==> src/rtl/sipo_deser_if.sv <==
// Parallel-side bundle of the LSB-first serial deserializer.
// The master modport is the deserializer; slave is the line driver / consumer.
interface sipo_deser_if #(
  parameter int unsigned WIDTH = 4
);
  logic             sin;
  logic             shift_en;
  logic             align;
  logic [WIDTH-1:0] dout;
  logic             dout_valid;
  logic             dout_ready;
  logic             busy;
  logic             overrun;
  logic             parity_err;

  modport master (
    input  sin,
    input  shift_en,
    input  align,
    input  dout_ready,
    output dout,
    output dout_valid,
    output busy,
    output overrun,
    output parity_err
  );

  modport slave (
    output sin,
    output shift_en,
    output align,
    output dout_ready,
    input  dout,
    input  dout_valid,
    input  busy,
    input  overrun,
    input  parity_err
  );
endinterface

==> src/rtl/sipo_deser.sv <==
// LSB-first serial-in/parallel-out deserializer with valid/ready hold register and
// sticky overrun. Define SIPO_PARITY_EN for a trailing even-parity bit per frame.
module sipo_deser #(
  parameter int unsigned WIDTH = 4
) (
  input  logic         clk,
  input  logic         rst_n,
  sipo_deser_if.master bus
);

  localparam int unsigned CW = $clog2(WIDTH + 1);
  localparam logic [CW-1:0] LAST = CW'(WIDTH - 1);

`ifdef SIPO_PARITY_EN
  // The whole data word must stay in the shifter until the parity sample.
  localparam int unsigned SW = WIDTH;
  typedef enum logic [1:0] {IDLE, SHIFT, PAR} state_e;
`else
  // The last data bit goes straight from sin into the word, so one bit less is stored.
  localparam int unsigned SW = WIDTH - 1;
  typedef enum logic [1:0] {IDLE, SHIFT} state_e;
`endif

  state_e           state_q;
  logic [SW-1:0]    shreg_q;
  logic [SW-1:0]    shreg_d;
  logic [CW-1:0]    cnt_q;
  logic [WIDTH-1:0] dout_q;
  logic             valid_q;
  logic             busy_q;
  logic             ovr_q;
  logic             sample;
  logic             consume;
  logic             complete_d;
  logic [WIDTH-1:0] word_d;
`ifdef SIPO_PARITY_EN
  logic             perr_q;
  logic             perr_d;
`endif

  assign sample  = bus.shift_en & ~bus.align;
  assign consume = valid_q & bus.dout_ready;
  assign shreg_d = SW'({bus.sin, shreg_q} >> 1);

  always_comb begin
    complete_d = 1'b0;
`ifdef SIPO_PARITY_EN
    word_d     = shreg_q;
    perr_d     = (^shreg_q) ^ bus.sin;
    if (sample && state_q == PAR) begin
      complete_d = 1'b1;
    end
`else
    word_d     = {bus.sin, shreg_q};
    if (sample && state_q == SHIFT && cnt_q == LAST) begin
      complete_d = 1'b1;
    end
`endif
  end

  always_ff @(posedge clk or negedge rst_n) begin
    if (!rst_n) begin
      state_q <= IDLE;
      shreg_q <= '0;
      cnt_q   <= '0;
      dout_q  <= '0;
      valid_q <= 1'b0;
      busy_q  <= 1'b0;
      ovr_q   <= 1'b0;
`ifdef SIPO_PARITY_EN
      perr_q  <= 1'b0;
`endif
    end else begin
      if (consume) begin
        valid_q <= 1'b0;
      end

      if (bus.align) begin
        state_q <= IDLE;
        cnt_q   <= '0;
        busy_q  <= 1'b0;
        ovr_q   <= 1'b0;
      end else if (bus.shift_en) begin
        shreg_q <= shreg_d;
        unique case (state_q)
          IDLE: begin
            state_q <= SHIFT;
            cnt_q   <= CW'(1);
            busy_q  <= 1'b1;
          end
          SHIFT: begin
            if (cnt_q == LAST) begin
`ifdef SIPO_PARITY_EN
              state_q <= PAR;
              cnt_q   <= cnt_q + CW'(1);
`else
              state_q <= IDLE;
              cnt_q   <= '0;
              busy_q  <= 1'b0;
`endif
            end else begin
              cnt_q <= cnt_q + CW'(1);
            end
          end
`ifdef SIPO_PARITY_EN
          PAR: begin
            state_q <= IDLE;
            cnt_q   <= '0;
            busy_q  <= 1'b0;
          end
`endif
          default: begin
            state_q <= IDLE;
            cnt_q   <= '0;
            busy_q  <= 1'b0;
          end
        endcase
      end

      // A completing word replaces a word being consumed at the same edge.
      if (complete_d) begin
        if (!valid_q || bus.dout_ready) begin
          dout_q  <= word_d;
          valid_q <= 1'b1;
`ifdef SIPO_PARITY_EN
          perr_q  <= perr_d;
`endif
        end else begin
          ovr_q <= 1'b1;
        end
      end
    end
  end

  assign bus.dout       = dout_q;
  assign bus.dout_valid = valid_q;
  assign bus.busy       = busy_q;
  assign bus.overrun    = ovr_q;
`ifdef SIPO_PARITY_EN
  assign bus.parity_err = perr_q;
`else
  assign bus.parity_err = 1'b0;
`endif

endmodule
==> src/flat_wrapper.sv <==
// flat-port wrapper written by rule: the top's interface ports become plain ports
module sipo_deser_flat 
#(
  parameter int unsigned WIDTH = 4
)
  (clk, rst_n, bus_sin, bus_shift_en, bus_align, bus_dout_ready, bus_dout, bus_dout_valid, bus_busy, bus_overrun, bus_parity_err);
  sipo_deser_if #(.WIDTH(WIDTH)) bus_i ();
  input  logic clk;
  input  logic rst_n;
  input wire logic [$bits(bus_i.sin)-1:0] bus_sin;
  input wire logic [$bits(bus_i.shift_en)-1:0] bus_shift_en;
  input wire logic [$bits(bus_i.align)-1:0] bus_align;
  input wire logic [$bits(bus_i.dout_ready)-1:0] bus_dout_ready;
  output wire logic [$bits(bus_i.dout)-1:0] bus_dout;
  output wire logic [$bits(bus_i.dout_valid)-1:0] bus_dout_valid;
  output wire logic [$bits(bus_i.busy)-1:0] bus_busy;
  output wire logic [$bits(bus_i.overrun)-1:0] bus_overrun;
  output wire logic [$bits(bus_i.parity_err)-1:0] bus_parity_err;
  assign bus_i.sin = bus_sin;
  assign bus_i.shift_en = bus_shift_en;
  assign bus_i.align = bus_align;
  assign bus_i.dout_ready = bus_dout_ready;
  assign bus_dout = bus_i.dout;
  assign bus_dout_valid = bus_i.dout_valid;
  assign bus_busy = bus_i.busy;
  assign bus_overrun = bus_i.overrun;
  assign bus_parity_err = bus_i.parity_err;
  sipo_deser #(.WIDTH(WIDTH)) u_core (.clk(clk), .rst_n(rst_n), .bus(bus_i));
endmodule
==> config.mk <==
export PLATFORM = sky130hd
export DESIGN_NAME = sipo_deser_flat
export DESIGN_NICKNAME = d
export VERILOG_FILES = /design/src/rtl/sipo_deser_if.sv /design/src/rtl/sipo_deser.sv /design/src/flat_wrapper.sv
export SDC_FILE = /design/constraint.sdc
export NUM_CORES = 1
export LEC_CHECK = 0
export ABC_CLOCK_PERIOD_IN_PS = 2300
export CAP_MARGIN = 20
export CORE_AREA = 3 3 40 42
export DETAILED_ROUTE_END_ITERATION = 10
export DIE_AREA = 0 0 43 45
export PLACE_DENSITY = 0.7
export SKIP_CTS_REPAIR_TIMING = 1
export SLEW_MARGIN = 30
export SYNTH_ARGS = -nofsm -noshare
export SYNTH_HDL_FRONTEND = slang
export SYNTH_SLANG_ARGS = --single-unit
==> constraint.sdc <==
create_clock -name clk -period 2.3 [get_ports clk]
set_clock_uncertainty 0.1 [all_clocks]
set_input_delay 0.23 -clock clk [delete_from_list [all_inputs] [get_ports clk]]
set_output_delay 0.23 -clock clk [all_outputs]
set_load 0.01 [all_outputs]
* Word-level counts from Yosys, hierarchy flattened
Cells that the tools add are included.
** Storage, ports and cells
- Register bits after elaboration :: 15
- Bits in latches :: 0
- Memory bits (writable) :: 0
- ROM bits :: 0
- Memories kept :: 0
** Cells by class
- $add $sub $neg :: 1
- Multipliers :: 0
- Div/mod/pow operators :: 0
- Magnitude comparators :: 0
- Eq/ne operators :: 3
- Shifts and indexed selects :: 0
- Muxes and demuxes :: 19
- Bitwise gates (word level) :: 3
- Reductions and logical operators :: 9
** Operator list (count)
- 1-bit two-way mux :: 10
- 3-bit two-way mux :: 3
- 2-bit two-way mux :: 3
- 3-bit case mux with 2 select lines :: 1
- 2-bit AND reduction :: 3
- 2-bit case mux with 2 select lines :: 1
- 3-bit by 1-bit adder with 3-bit output (second input constant) :: 1
- 3-bit by 2-bit == test with 1-bit output (second input constant) :: 1
- 3-bit inequality test (second input constant) :: 1
- 1-bit AND :: 2
- 2-bit by 1-bit == test with 1-bit output (second input constant) :: 1
- 1-bit logical AND :: 2
- 2-bit zero test :: 1
- 1-bit case mux with 2 select lines :: 1
- 2-bit nonzero test :: 1
- 1-bit zero test :: 1
- 1-bit logical OR :: 1
- 1-bit inverter :: 1

* Logic depth before layout (Yosys ltp)
Gate-level depths: netlist of the first run.
- Depth in word-level cells :: 6
- Gate-level depth with buffers :: 4
- Depth with buffers taken out :: 4

* Least setup slack after synthesis of the first run
OpenSTA, ideal clock, no wires.
- Path type :: reg2reg
- Start :: register u_core.cnt_q[0]
- End :: register u_core.dout_q[3], in the netlist u_core.bus.dout[3]
- Library setup time :: 0.125 ns
- Arrival :: 1.292 ns
- Path slack :: 0.783 ns
- Cell stages (with the launch flop) :: 5
- Buffers on the path :: 0
- Cell sequence :: dfrtp_1 -> ha_1 -> nand4b_2 -> nor3b_4 -> mux2_2
** On the way
- Word-level cells in the longest chain between the ends :: 4
** Ends and longest elaborated chain
- start, declared :: RTL line sipo_deser.sv:27 : logic [CW-1:0] cnt_q;
- start signal, assigned :: RTL line sipo_deser.sv:102 : cnt_q <= cnt_q + CW'(1);
- 3-bit by 2-bit == test with 1-bit output :: RTL line sipo_deser.sv:55 : if (sample && state_q == SHIFT && cnt_q == LAST) begin
- 1-bit logical AND :: RTL line sipo_deser.sv:55
- 1-bit two-way mux :: RTL line sipo_deser.sv:55
- 2-bit AND reduction (no line)
- end signal, assigned :: RTL line sipo_deser.sv:123 : dout_q <= word_d;
- end, declared :: RTL line sipo_deser.sv:28 : logic [WIDTH-1:0] dout_q;
Every way passes these cells.
A chain may end at the register's enable or synchronous reset.

* Worst setup path in the final report of the first run
- Start :: register u_core.cnt_q[0]
- End :: register u_core.dout_q[2], in the netlist u_core.bus.dout[2]
Same word-level chain as after synthesis.

==> results.json, run 1 <==
{
  "synthesis.instances": 43,
  "final.period_utilization": 0.704,
  "grt_antenna_before_repair": 0,
  "clkSlewWorstSetupHoldPaths_ns": 0.08,
  "start_util": 0.436,
  "clk_path_buf_depth": 2,
  "critical_path.reg2reg.startpoint": "u_core.cnt_q[0]",
  "die_area_um2": 1940,
  "syn_nets": 50,
  "timing.critical_path.fanout_max": 4,
  "routed_wirelength_um": 870,
  "antennaDiodeCount": 0,
  "post_drt_wl_per_cell_um": 11.9,
  "boundaryPins": 14,
  "slew_viol_final": 0,
  "timing_worst_setup_path_type": "flip-flop to flip-flop",
  "layout.area.seq_um2": 325,
  "port_buffers": 12,
  "multiInputGateArea_um2": 216,
  "synthesis.area_um2": 561,
  "mostFrequentLayoutCell": "sky130_fd_sc_hd__dfrtp_1",
  "synth_sequential_area_ratio": 0.580,
  "gr-usage-all-layers": 0.0921,
  "groute.layer.met1.usage": 0.116,
  "fillers": 124,
  "gr-usage-met2": 0.153,
  "syn_area_per_cell_um2": 13.0,
  "dp_hpwl_um": 679,
  "clock_tree.htree_level_count": 1,
  "hold_viol": 0,
  "critPathLaunchType": "flip-flop",
  "antenna_violating_nets_post_route": 0,
  "cp.required_ns": 2.35,
  "setup_violations": 0,
  "power_dens_cells_nw_per_um2": 617,
  "route.detailed.drc": 0,
  "worstMarginPinSlew_ns": 0.565,
  "final_cell_mix": "sky130_fd_sc_hd__dfrtp_1 (13), sky130_fd_sc_hd__clkdlybuf4s50_1 (12), sky130_fd_sc_hd__mux2_2 (7)",
  "power_leakage_uw": 0.000340,
  "drv_cap": 0,
  "clkSinkCount": 13,
  "outcome": "complete, no violations",
  "syn_to_final_growth_pct": 28.1,
  "ys_seq_elements": 13,
  "cp-end-kind": "flip-flop",
  "grt_setup_unrepaired": "no",
  "clk-insertion-delay-late_ns": 0.26,
  "grt_most_used_layer": "met2",
  "gr-total-overflow": 0,
  "hold_path_class": "input pin to asynchronous set/reset pin",
  "finish.instance_area_um2": 718,
  "placed_cell_area_um2": 692,
  "largest_net_degree_at_the_start_of_global_routing": 14,
  "tritoncts": "built",
  "arrival_ns": 1.67,
  "grt_pass1_wl_mm": 1.32,
  "grt_util_met3": 0.0120,
  "finalWorstPathRequiredPeriod_ns": 1.62,
  "drt_iter0_markers": 2,
  "ys.warnings.count": 0,
  "die_w_um": 43,
  "post_route_cells_drive_above_1_share": 0.224,
  "synthDistinctLibCells": 20,
  "worst_slew_margin": 0.622,
  "chipHeight_um": 45,
  "detail_route.vias_per_cell": 4.89,
  "first_global_vias": 329,
  "sum_of_negative_setup_slack_ns": 0,
  "clockRootBuffer": "sky130_fd_sc_hd__clkbuf_4",
  "cts_inserted_buffers": 3,
  "std_cell_rows": 13,
  "setup.worst_path.start": "u_core.cnt_q[0]",
  "vias": 357,
  "detailedRoute.firstPassIterationCount": 2,
  "irDropWorstVdd_uv": 338,
  "gp_routability_congestion": 0.660,
  "core_area_um2": 1280,
  "fin_nets": 66,
  "max_freq_mhz": 618
}
==> flip-flops by register name, summed over array words and instances, names as in the netlist <==
register and cells:
u_core.shreg_q 3, u_core.bus.dout_valid 1, u_core.bus.overrun 1, u_core.bus.dout 4, u_core.cnt_q 3, u_core.state_q 1
==> synthesized netlist by cell type (all sizes together) <==
cell	count	area [um2]
nor3	1	5.00
or2	1	6.26
inv	3	11.3
nand3	1	5.00
conb	1	3.75
a21oi	1	5.00
a311oi	1	8.76
nand2	1	3.75
o22ai	1	6.26
nor2b	1	6.26
nand2b	3	18.8
nor2	2	7.51
a211oi	1	7.51
nand4b	1	15.0
ha	1	12.5
mux2	7	78.8
buf	1	7.51
a21o	1	7.51
nor3b	1	18.8
dfrtp	13	325
==> layer usage <==
metal,wire (um),vias up
met5,0,-
met4,16,0
met1,399,171
met3,31,2
met2,423,8
li1,-,176
==> power by group <==
part           switching [uW]  internal (uW)
clock network            68.2           66.9
registers                12.3            246
logic                    19.7           29.8
==> per-stage QoR <==
stage	setup WS, ns	utilization	total power (uW)	cells	hold WS, ns
6_report	0.681	0.559	443	73	0.226
5_1_grt	0.593	0.559	466	73	0.272
4_1_cts	0.664	0.559	449	73	0.249
3_5_place_dp	0.400	0.538	314	69	0.398
3_3_place_gp	0.406	0.538	312	69	0.394
2_1_floorplan	0.783	-	285	43	-0.166
==> worst max-delay path: stages, from the launching register on <==
cell                       delay, ns
sky130_fd_sc_hd__dfrtp_1        0.38
sky130_fd_sc_hd__ha_1           0.21
sky130_fd_sc_hd__nand4b_2       0.17
sky130_fd_sc_hd__nor3b_4        0.29
sky130_fd_sc_hd__mux2_2         0.36
==> cells by family (layout without fill, tap and decap cells) <==
group                      after synthesis  after routing  share of synthesized area
AOI/OAI and AO/OA                        5              5                     0.0625
adders and majority gates                1              1                     0.0223
buffers and inverters                    4             19                     0.0335
DFF                                     13             13                      0.580
muxes                                    7              7                      0.141
other                                    1              1                    0.00669
and+or+nand+nor                         12             12                      0.154
==> final timing paths <==
kind                       cells after the start  slack (ns)            endpoint
max                                            4        0.68  u_core.bus.dout[2]
min                                            1        0.23  u_core.bus.overrun
max reg2reg                                    4        0.68  u_core.bus.dout[2]
min reg2reg                                    1        0.41  u_core.bus.dout[0]
max in group asynchronous                      1        1.51   u_core.state_q[0]
min in group clk                               1        0.41  u_core.bus.dout[0]
==> cell type report <==
| cell class | instances | share of cell area |
|---|---|---|
| multi-input combinational | 26 | 0.301 |
| timing repair buffer | 12 | 0.167 |
| tap | 15 | 0.0261 |
| clock buffer | 4 | 0.0366 |
| sequential | 13 | 0.453 |
| inverter | 3 | 0.0157 |
No activity file was read; power rests on OpenSTA's default activity.
==> inputs of run 2 (changes only) <==
--- a/config.mk
+++ b/config.mk
@@ -5,12 +5,12 @@
 export SDC_FILE = /design/constraint.sdc
 export NUM_CORES = 1
 export LEC_CHECK = 0
-export ABC_CLOCK_PERIOD_IN_PS = 2300
+export ABC_CLOCK_PERIOD_IN_PS = 1300
 export CAP_MARGIN = 20
-export CORE_AREA = 3 3 40 42
+export CORE_MARGIN = 3
+export CORE_UTILIZATION = 41
 export DETAILED_ROUTE_END_ITERATION = 10
-export DIE_AREA = 0 0 43 45
-export PLACE_DENSITY = 0.7
+export PLACE_DENSITY = 0.71
 export SKIP_CTS_REPAIR_TIMING = 1
 export SLEW_MARGIN = 30
 export SYNTH_ARGS = -nofsm -noshare
==> constraint.sdc (replaced) <==
create_clock -name clk -period 1.3 [get_ports clk]
set_clock_uncertainty 0.1 [all_clocks]
set_input_delay 0.13 -clock clk [delete_from_list [all_inputs] [get_ports clk]]
set_output_delay 0.13 -clock clk [all_outputs]
set_load 0.01 [all_outputs]
==> results.json, run 2 (synthesis results as in run 1) <==
{
  "drt_iter0_markers": 6,
  "first_global_vias": 403,
  "grt_pass1_wl_mm": 1.95,
  "max_freq_mhz": 634,
  "clkSlewWorstSetupHoldPaths_ns": 0.08,
  "timing.critical_path.fanout_max": 4,
  "antennaDiodeCount": 0,
  "clk_path_buf_depth": 2,
  "detail_route.vias_per_cell": 5.12,
  "clkSinkCount": 13,
  "final.period_utilization": 1.21,
  "grt_antenna_before_repair": 0,
  "irDropWorstVdd_uv": 624,
  "post_drt_wl_per_cell_um": 15.5,
  "mostFrequentLayoutCell": "sky130_fd_sc_hd__dfrtp_1",
  "cts_inserted_buffers": 3,
  "finalWorstPathRequiredPeriod_ns": 1.58,
  "gr-total-overflow": 0,
  "clockRootBuffer": "sky130_fd_sc_hd__clkbuf_4",
  "cp.required_ns": 1.36,
  "syn_to_final_growth_pct": 58.0,
  "port_buffers": 12,
  "final_cell_mix": "sky130_fd_sc_hd__dfrtp_1 (13), sky130_fd_sc_hd__buf_4 (11), sky130_fd_sc_hd__dlymetal6s2s_1 (7)",
  "gr-usage-all-layers": 0.144,
  "post_route_cells_drive_above_1_share": 0.449,
  "drv_cap": 0,
  "timing_worst_setup_path_type": "flip-flop to flip-flop",
  "setup_violations": 6,
  "vias": 425,
  "power_dens_cells_nw_per_um2": 936,
  "std_cell_rows": 12,
  "boundaryPins": 14,
  "fin_nets": 77,
  "post_placement_worst_setup_slack_ns": -0.431,
  "violated_checks": "negative setup slack",
  "outcome": "finished with violations",
  "hold_path_class": "input pin to asynchronous set/reset pin",
  "slew_viol_final": 0,
  "clk-insertion-delay-late_ns": 0.27,
  "finish.instance_area_um2": 886,
  "critPathLaunchType": "flip-flop",
  "postLayoutSetupSlackWorst_ns": -0.277,
  "placed_cell_area_um2": 779,
  "gp_routability_congestion": 0.820,
  "largest_net_degree_at_the_start_of_global_routing": 14,
  "crit_path_max_incr_delay_ns": 0.41,
  "fillers": 75,
  "clock_tree.htree_level_count": 1,
  "p_total_uw": 829,
  "die_area_um2": 1850,
  "hold_viol": 0,
  "routed_wirelength_mm": 1.28,
  "route.detailed.drc": 0,
  "grt_setup_unrepaired": "yes",
  "cp-end-kind": "flip-flop",
  "layout.area.seq_um2": 325,
  "die_w_um": 43.0,
  "dp_hpwl_um": 980,
  "chipHeight_um": 43.0,
  "antenna_violating_nets_post_route": 0,
  "detailedRoute.firstPassIterationCount": 4,
  "arrival_ns": 1.64,
  "crit_path_cell_trace": "ha_4, nand4b_4, nor3b_4, mux2_4",
  "largest_reg_flops": 4,
  "crit_path_top_delay_cell": "sky130_fd_sc_hd__dfrtp_1",
  "start_util": 0.473,
  "core_area_um2": 1190,
  "power_leakage_uw": 0.000524,
  "sum_of_negative_setup_slack_ns": -1.48,
  "tritoncts": "built",
  "multiInputGateArea_um2": 285
}
## run 2: changes by cell type in the layout (fill, tap and decap cells not counted), moves of 4 or more
cell                              delta
sky130_fd_sc_hd__dlymetal6s2s_1      +7
sky130_fd_sc_hd__mux2_2              -4
sky130_fd_sc_hd__buf_4              +11
sky130_fd_sc_hd__clkdlybuf4s50_1     -7
sky130_fd_sc_hd__mux2_4              +4
## run 2: metal layers
| metal | vias up | share of wire | wire, um | GRT usage |
|---|---|---|---|---|
| li1 | 201 | - | - | - |
| met1 | 212 | 0.38 | 482 | 0.152 |
| met2 | 12 | 0.55 | 707 | 0.266 |
| met3 | 0 | 0.072 | 92 | 0.0763 |
| met4 | 0 | 0 | 0 | 0 |
| met5 | - | 0 | 0 | 0 |
## run 2: final cells by class
class | instances | share of cell area
Clock buffer | 4 | 0.0297
Inverter | 3 | 0.0127
Multi-Input combinational cell | 26 | 0.322
Sequential cell | 13 | 0.367
Tap cell | 14 | 0.0198
Timing Repair Buffer | 23 | 0.249
## run 2: worst paths after layout
path	slack (ns)	startpoint	endpoint	cells past startpoint
setup / recovery	-0.28	u_core.cnt_q[0]	u_core.bus.dout[0]	4
hold / removal	0.05	rst_n	u_core.bus.overrun	2
setup reg to reg	-0.28	u_core.cnt_q[0]	u_core.bus.dout[0]	4
hold reg to reg	0.43	u_core.bus.dout[2]	u_core.bus.dout[2]	1
max in group asynchronous	0.89	rst_n	u_core.shreg_q[2]	2
min in group clk	0.42	bus_sin	u_core.bus.dout[3]	2
## run 2: power breakdown
group,internal [uW],switching [uW]
registers,436,26.3
logic,75.4,51.8
clock network,119,120
## run 2: per-stage QoR
| stage | utilization | instances | hold WS (ns) |
|---|---|---|---|
| 6_report | 0.747 | 83 | 0.0458 |
| 5_1_grt | 0.747 | 83 | 0.0662 |
| 4_1_cts | 0.679 | 81 | 0.0463 |
| 3_5_place_dp | 0.657 | 77 | 0.344 |
| 3_3_place_gp | 0.657 | 77 | 0.349 |
| 2_1_floorplan | - | 43 | -0.266 |
## run 2: worst max-delay path, delay by kind of cell (launching register included)
family | cells | cell delay (ns)
adders and majority gates | 1 | 0.17
muxes | 1 | 0.34
and+or+nand+nor | 2 | 0.45
DFF | 1 | 0.41
